===== src/rtl/apb_master_bridge_if.sv =====
// apb_master_bridge_if: bundles the requester command/response channels and the
// APB master signals of apb_master_bridge. Modport "master" is the bridge view;
// modport "slave" is the opposite side, i.e. the requester plus the APB slave.
interface apb_master_bridge_if #(
  parameter int unsigned ADDR_WIDTH = 32,
  parameter int unsigned DATA_WIDTH = 8
);
  // requester command channel
  logic                  cmd_valid;
  logic                  cmd_ready;
  logic [ADDR_WIDTH-1:0] cmd_addr;
  logic                  cmd_write;
  logic [DATA_WIDTH-1:0] cmd_wdata;
  logic [2:0]            cmd_prot;
  // requester response channel
  logic                  rsp_valid;
  logic                  rsp_ready;
  logic [DATA_WIDTH-1:0] rsp_rdata;
  logic                  rsp_err;
  // APB bus
  logic [ADDR_WIDTH-1:0] PADDR;
  logic [2:0]            PPROT;
  logic                  PNSE;
  logic                  PSEL;
  logic                  PENABLE;
  logic                  PWRITE;
  logic [DATA_WIDTH-1:0] PWDATA;
  logic [DATA_WIDTH-1:0] PRDATA;
  logic                  PREADY;
  logic                  PSLVERR;

  modport master (
    input  cmd_valid, cmd_addr, cmd_write, cmd_wdata, cmd_prot, rsp_ready,
           PRDATA, PREADY, PSLVERR,
    output cmd_ready, rsp_valid, rsp_rdata, rsp_err,
           PADDR, PPROT, PNSE, PSEL, PENABLE, PWRITE, PWDATA
  );

  modport slave (
    output cmd_valid, cmd_addr, cmd_write, cmd_wdata, cmd_prot, rsp_ready,
           PRDATA, PREADY, PSLVERR,
    input  cmd_ready, rsp_valid, rsp_rdata, rsp_err,
           PADDR, PPROT, PNSE, PSEL, PENABLE, PWRITE, PWDATA
  );
endinterface


===== src/rtl/apb_master_bridge.sv =====
// apb_master_bridge: turns one valid/ready command at a time into an APB
// SETUP/ACCESS transfer and returns the captured result on a valid/ready
// response channel. All APB outputs come straight from registers.
// Optional macro APB_TIMEOUT_EN: abort an ACCESS phase after TIMEOUT_CYCLES
// cycles without PREADY and report it as an error response.
module apb_master_bridge #(
  parameter int unsigned ADDR_WIDTH     = 32,
  parameter int unsigned DATA_WIDTH     = 8,
  parameter int unsigned TIMEOUT_CYCLES = 16
) (
  input  logic                 PCLK,
  input  logic                 PRESETn,
  apb_master_bridge_if.master  bus
);

  typedef enum logic [1:0] {IDLE, SETUP, ACCESS, RESP} state_t;

  state_t                state_q, state_d;
  logic [ADDR_WIDTH-1:0] paddr_q, paddr_d;
  logic [2:0]            pprot_q, pprot_d;
  logic                  pwrite_q, pwrite_d;
  logic [DATA_WIDTH-1:0] pwdata_q, pwdata_d;
  logic                  psel_q, psel_d;
  logic                  penable_q, penable_d;
  logic                  rsp_valid_q, rsp_valid_d;
  logic [DATA_WIDTH-1:0] rsp_rdata_q, rsp_rdata_d;
  logic                  rsp_err_q, rsp_err_d;

`ifdef APB_TIMEOUT_EN
  localparam int unsigned CNT_W = $clog2(TIMEOUT_CYCLES) + 1;
  logic [CNT_W-1:0] cnt_q, cnt_d;
`endif

  // state and every bus/response output register; async reset clears all
  always_ff @(posedge PCLK or negedge PRESETn) begin
    if (!PRESETn) begin
      state_q     <= IDLE;
      paddr_q     <= '0;
      pprot_q     <= '0;
      pwrite_q    <= 1'b0;
      pwdata_q    <= '0;
      psel_q      <= 1'b0;
      penable_q   <= 1'b0;
      rsp_valid_q <= 1'b0;
      rsp_rdata_q <= '0;
      rsp_err_q   <= 1'b0;
`ifdef APB_TIMEOUT_EN
      cnt_q       <= '0;
`endif
    end else begin
      state_q     <= state_d;
      paddr_q     <= paddr_d;
      pprot_q     <= pprot_d;
      pwrite_q    <= pwrite_d;
      pwdata_q    <= pwdata_d;
      psel_q      <= psel_d;
      penable_q   <= penable_d;
      rsp_valid_q <= rsp_valid_d;
      rsp_rdata_q <= rsp_rdata_d;
      rsp_err_q   <= rsp_err_d;
`ifdef APB_TIMEOUT_EN
      cnt_q       <= cnt_d;
`endif
    end
  end

  // next-state and next register values; everything holds unless a phase moves it
  always_comb begin
    state_d     = state_q;
    paddr_d     = paddr_q;
    pprot_d     = pprot_q;
    pwrite_d    = pwrite_q;
    pwdata_d    = pwdata_q;
    psel_d      = psel_q;
    penable_d   = penable_q;
    rsp_valid_d = rsp_valid_q;
    rsp_rdata_d = rsp_rdata_q;
    rsp_err_d   = rsp_err_q;
`ifdef APB_TIMEOUT_EN
    cnt_d       = cnt_q;
`endif
    unique case (state_q)
      IDLE: begin
        psel_d    = 1'b0;
        penable_d = 1'b0;
        if (bus.cmd_valid) begin
          paddr_d  = bus.cmd_addr;
          pprot_d  = bus.cmd_prot;
          pwrite_d = bus.cmd_write;
          pwdata_d = bus.cmd_wdata;
          psel_d   = 1'b1;
          state_d  = SETUP;
        end
      end
      SETUP: begin
        penable_d = 1'b1;
        state_d   = ACCESS;
`ifdef APB_TIMEOUT_EN
        cnt_d     = '0;
`endif
      end
      ACCESS: begin
        if (bus.PREADY) begin
          rsp_rdata_d = pwrite_q ? '0 : bus.PRDATA;
          rsp_err_d   = bus.PSLVERR;
          rsp_valid_d = 1'b1;
          psel_d      = 1'b0;
          penable_d   = 1'b0;
          state_d     = RESP;
        end
`ifdef APB_TIMEOUT_EN
        else begin
          // expiry is judged on the incremented count so the abort lands on
          // the TIMEOUT_CYCLES-th stalled edge; PREADY=1 there completes normally
          cnt_d = cnt_q + 1'b1;
          if (cnt_d == CNT_W'(TIMEOUT_CYCLES)) begin
            rsp_rdata_d = '0;
            rsp_err_d   = 1'b1;
            rsp_valid_d = 1'b1;
            psel_d      = 1'b0;
            penable_d   = 1'b0;
            state_d     = RESP;
          end
        end
`endif
      end
      RESP: begin
        if (bus.rsp_ready) begin
          rsp_valid_d = 1'b0;
          state_d     = IDLE;
        end
      end
      default: state_d = IDLE;
    endcase
  end

  assign bus.cmd_ready = (state_q == IDLE);
  assign bus.rsp_valid = rsp_valid_q;
  assign bus.rsp_rdata = rsp_rdata_q;
  assign bus.rsp_err   = rsp_err_q;
  assign bus.PADDR     = paddr_q;
  assign bus.PPROT     = pprot_q;
  assign bus.PNSE      = 1'b0;
  assign bus.PSEL      = psel_q;
  assign bus.PENABLE   = penable_q;
  assign bus.PWRITE    = pwrite_q;
  assign bus.PWDATA    = pwdata_q;

endmodule


===== src/flat_wrapper.sv =====
// flat-port wrapper written by rule: the top's interface ports become plain ports
module apb_master_bridge_flat 
#(
  parameter int unsigned ADDR_WIDTH     = 32,
  parameter int unsigned DATA_WIDTH     = 8,
  parameter int unsigned TIMEOUT_CYCLES = 16
)
  (PCLK, PRESETn, bus_cmd_valid, bus_cmd_addr, bus_cmd_write, bus_cmd_wdata, bus_cmd_prot, bus_rsp_ready, bus_PRDATA, bus_PREADY, bus_PSLVERR, bus_cmd_ready, bus_rsp_valid, bus_rsp_rdata, bus_rsp_err, bus_PADDR, bus_PPROT, bus_PNSE, bus_PSEL, bus_PENABLE, bus_PWRITE, bus_PWDATA);
  apb_master_bridge_if #(.ADDR_WIDTH(ADDR_WIDTH), .DATA_WIDTH(DATA_WIDTH)) bus_i ();
  input  logic PCLK;
  input  logic PRESETn;
  input wire logic [$bits(bus_i.cmd_valid)-1:0] bus_cmd_valid;
  input wire logic [$bits(bus_i.cmd_addr)-1:0] bus_cmd_addr;
  input wire logic [$bits(bus_i.cmd_write)-1:0] bus_cmd_write;
  input wire logic [$bits(bus_i.cmd_wdata)-1:0] bus_cmd_wdata;
  input wire logic [$bits(bus_i.cmd_prot)-1:0] bus_cmd_prot;
  input wire logic [$bits(bus_i.rsp_ready)-1:0] bus_rsp_ready;
  input wire logic [$bits(bus_i.PRDATA)-1:0] bus_PRDATA;
  input wire logic [$bits(bus_i.PREADY)-1:0] bus_PREADY;
  input wire logic [$bits(bus_i.PSLVERR)-1:0] bus_PSLVERR;
  output wire logic [$bits(bus_i.cmd_ready)-1:0] bus_cmd_ready;
  output wire logic [$bits(bus_i.rsp_valid)-1:0] bus_rsp_valid;
  output wire logic [$bits(bus_i.rsp_rdata)-1:0] bus_rsp_rdata;
  output wire logic [$bits(bus_i.rsp_err)-1:0] bus_rsp_err;
  output wire logic [$bits(bus_i.PADDR)-1:0] bus_PADDR;
  output wire logic [$bits(bus_i.PPROT)-1:0] bus_PPROT;
  output wire logic [$bits(bus_i.PNSE)-1:0] bus_PNSE;
  output wire logic [$bits(bus_i.PSEL)-1:0] bus_PSEL;
  output wire logic [$bits(bus_i.PENABLE)-1:0] bus_PENABLE;
  output wire logic [$bits(bus_i.PWRITE)-1:0] bus_PWRITE;
  output wire logic [$bits(bus_i.PWDATA)-1:0] bus_PWDATA;
  assign bus_i.cmd_valid = bus_cmd_valid;
  assign bus_i.cmd_addr = bus_cmd_addr;
  assign bus_i.cmd_write = bus_cmd_write;
  assign bus_i.cmd_wdata = bus_cmd_wdata;
  assign bus_i.cmd_prot = bus_cmd_prot;
  assign bus_i.rsp_ready = bus_rsp_ready;
  assign bus_i.PRDATA = bus_PRDATA;
  assign bus_i.PREADY = bus_PREADY;
  assign bus_i.PSLVERR = bus_PSLVERR;
  assign bus_cmd_ready = bus_i.cmd_ready;
  assign bus_rsp_valid = bus_i.rsp_valid;
  assign bus_rsp_rdata = bus_i.rsp_rdata;
  assign bus_rsp_err = bus_i.rsp_err;
  assign bus_PADDR = bus_i.PADDR;
  assign bus_PPROT = bus_i.PPROT;
  assign bus_PNSE = bus_i.PNSE;
  assign bus_PSEL = bus_i.PSEL;
  assign bus_PENABLE = bus_i.PENABLE;
  assign bus_PWRITE = bus_i.PWRITE;
  assign bus_PWDATA = bus_i.PWDATA;
  apb_master_bridge #(.ADDR_WIDTH(ADDR_WIDTH), .DATA_WIDTH(DATA_WIDTH), .TIMEOUT_CYCLES(TIMEOUT_CYCLES)) u_core (.PCLK(PCLK), .PRESETn(PRESETn), .bus(bus_i));
endmodule

===== config.mk =====
export PLATFORM = sky130hd
export DESIGN_NAME = apb_master_bridge_flat
export DESIGN_NICKNAME = d
export VERILOG_FILES = /design/src/rtl/apb_master_bridge_if.sv /design/src/rtl/apb_master_bridge.sv /design/src/flat_wrapper.sv
export SDC_FILE = /design/constraint.sdc
export NUM_CORES = 1
export LEC_CHECK = 0
export ABC_CLOCK_PERIOD_IN_PS = 3500
export BUFFER_PORTS_ARGS = -buffer_cell sky130_fd_sc_hd__buf_2
export CAP_MARGIN = 30
export CORE_UTILIZATION = 49
export DETAILED_ROUTE_END_ITERATION = 7
export PLACE_DENSITY = 0.85
export SYNTH_ARGS = -nofsm -noshare
export SYNTH_HDL_FRONTEND = slang
export SYNTH_SLANG_ARGS = --single-unit

===== constraint.sdc =====
create_clock -name PCLK -period 3.5 [get_ports PCLK]
set_input_delay 0.35 -clock PCLK [delete_from_list [all_inputs] [get_ports PCLK]]
set_output_delay 0.35 -clock PCLK [all_outputs]
set_load 0.02 [all_outputs]

==> impl_metrics.ini <==
[outcome]
status = finished with violations
violations = DRC

[floorplanning]
die_w_um = 70.99
num_rows = 24
die_y_um = 70.99
initial_core_util_pct = 52.13
coreArea_um2 = 4474
die-area_um2 = 5040
ioPinCount = 116

[timing]
slew_violations = 0
tns_ns = 0
skew_ns = 0.007851
rsz0062_at_grt = false
tightest_slew_ns = 0.8725
hold_viol = 0
fin_crit_ns = 1.795
post-route-period-util_pct = 51.30
setup_violations = 0
max_freq_mhz = 557.0
setup_ws_ns = 1.705
slew-limit-headroom_pct = 41.83

[setup_path]
critPathLaunchType = register
critPathMaxFanout = 34
worst-setup-path-type = reg -> reg
cp.arrival_ns = 1.99
cp.required_ns = 3.69
worst_setup_path_end_kind = register

[power]
peakVddDrop_v = 0.0005690
p_switching_mw = 1.174
p_sw_share_pct = 38.26
powerDensity_nw_per_um2 = 992.1
seqPwrFrac_pct = 38.0
clkPwrFrac_pct = 16.5
internal_power_mw = 1.894
combPwrFrac_pct = 45.5
finalPower_mw = 3.068
p_leak_nw = 1.594

[global_routing]
grt_max_degree = 42
grt_overflow = 0
antenna_found_initial = 0
grt_pass1_vias = 1700
grt_pass1_wl_um = 7452
grt.total_usage_pct = 19.65

[finish]
fin_util_pct = 69.13
num_antenna_cells = 0
nNetsFinal = 346
final_cell_mix = buf_2, dfrtp_1, mux2_2, o21ai_0, clkbuf_8
syn_to_final_growth_pct = 32.62
final_cell_count_no_fill = 337
drive_gt1_share_pct = 61.05
layout_commonest_cell = buf_2

[synthesis]
synth.area.mux_share_pct = 22.21
synthCells = 162
synth_area_um2 = 2332
synth_fa_ha_area_share_pct = 2.682
yosysWarnings = 0
synthesis.nets = 225
synth.distinct_cells = 19
syn_avg_cell_area_um2 = 14.40
synth-seq-cells = 58
ys_seq_area_share_pct = 62.23
synth-simple-area-share_pct = 4.775
synth_compound_area_share_pct = 4.345
synth_xor_area_share_pct = 0
synth_top_family_by_area = multiplexers

[route]
wire_per_inst_um = 13.42
drt_iter0_drc = 73
drc_errors = 11
via_per_inst = 4.985
route.met3.wl_um = 380
top_layer_used = met4
met2RoutedLength_um = 2195
vias = 1680
wl_met1_um = 1849
ant_nets = 0
dr.pass1.iters = 6
wirelength_um = 4523

[cts]
cts-root-buf = clkbuf_8
h-tree-depth = 3
ctsHoldBuffers = 0
cts_resized = 0
cts_tree = yes
cts_buffers = 9
cts_sinks = 58
clock_latency_ns = 0.32
path_clk_slew_ns = 0.06
cts_setup_buffers = 0
clockBufferDepth = 2

[place]
dp_cells = 324
port_buffers = 114
gp_congestion = 0.8033
post-dp-hpwl_um = 3256
place_worst_setup_slack_ns = 1.701

[hold_path]
hold_class = in -> async

[run]
cap_viol_max_count = 0
-- synth_stat cells, drive strengths merged --
cell / instances / area share, %
a21oi: 1 / 0.21
a221oi: 1 / 0.38
buf: 3 / 1.3
clkbuf: 3 / 1.3
conb: 1 / 0.16
dfrtp: 58 / 62
ha: 5 / 2.7
inv: 6 / 0.97
mux2: 46 / 22
nand2: 11 / 1.9
nand2b: 9 / 2.4
nand3: 1 / 0.21
nor2b: 1 / 0.27
o21a: 1 / 0.32
o21ai: 14 / 3.0
o32a: 1 / 0.43
-- layout make-up --
cell class / count / area, µm²
flip-flops and latches: 58 / 1451
fillers: 339 / 1381
multi-input cells: 92 / 797.0
repair buffers: 116 / 598.1
clock buffers: 13 / 158.9
well taps: 52 / 65.06
inverters: 6 / 22.52
-- metrics by stage --
step                hold WS, ns  area [µm²]
CTS                      0.1716        3093
detailed placement       0.4657        2934
floorplan               0.05441        2332
global route             0.2178        3093
global placement         0.4578        2914
finish                   0.1513        3093
-- path summary, 6_finish.rpt --
check	endpoint	from	slack [ns]	depth (start not counted)
max reg2reg	u_core.bus.PPROT[1]	u_core.state_q[0]	1.70	5
min	u_core.bus.PADDR[3]	PRESETn	0.15	1
min in group PCLK	u_core.bus.PADDR[19]	bus_cmd_addr[19]	0.26	2
max in group asynchronous	u_core.bus.PADDR[16]	PRESETn	2.59	2
min reg2reg	u_core.bus.rsp_rdata[3]	u_core.bus.rsp_rdata[3]	0.47	2
max	u_core.bus.PPROT[1]	u_core.state_q[0]	1.70	5
-- power by group through the flow --
stage          Clock [mW]  Sequential [mW]  Combinational, mW
2_1_floorplan           0             1.57              0.553
3_3_place_gp            0             1.16               1.36
3_5_place_dp            0             1.18               1.41
4_1_cts             0.524             1.17               1.41
5_1_grt             0.552             1.21               1.51
6_report            0.507             1.17               1.40
-- registers in the layout, indices dropped and copies added (netlist names) --
name                  cells
u_core.state_q            2
u_core.bus.rsp_rdata      8
u_core.bus.PSEL           1
u_core.bus.PWRITE         1
u_core.bus.rsp_err        1
u_core.bus.PADDR         32
u_core.bus.PENABLE        1
u_core.bus.PWDATA         8
u_core.bus.PPROT          3
u_core.bus.rsp_valid      1
-- metal layers --
layer,GRT usage (%),vias up
li1,-,793
met1,23.16,798
met2,31.62,80
met5,0,-
met4,12.00,0
met3,6.125,9
-- cells by family after synthesis --
group           count (synthesis)
buf+inv                        12
simple gates                   22
other cells                     1
compound gates                 18
flops                          58
fa+ha+maj                       5
mux                            46
-- critical path: stages, from the launching register on --
cell     delay (ns)
dfrtp_1        0.39
inv_1          0.10
ha_1           0.27
nand2_2        0.28
buf_12         0.26
mux2_2         0.36
Power figures use the tool's default switching activity.
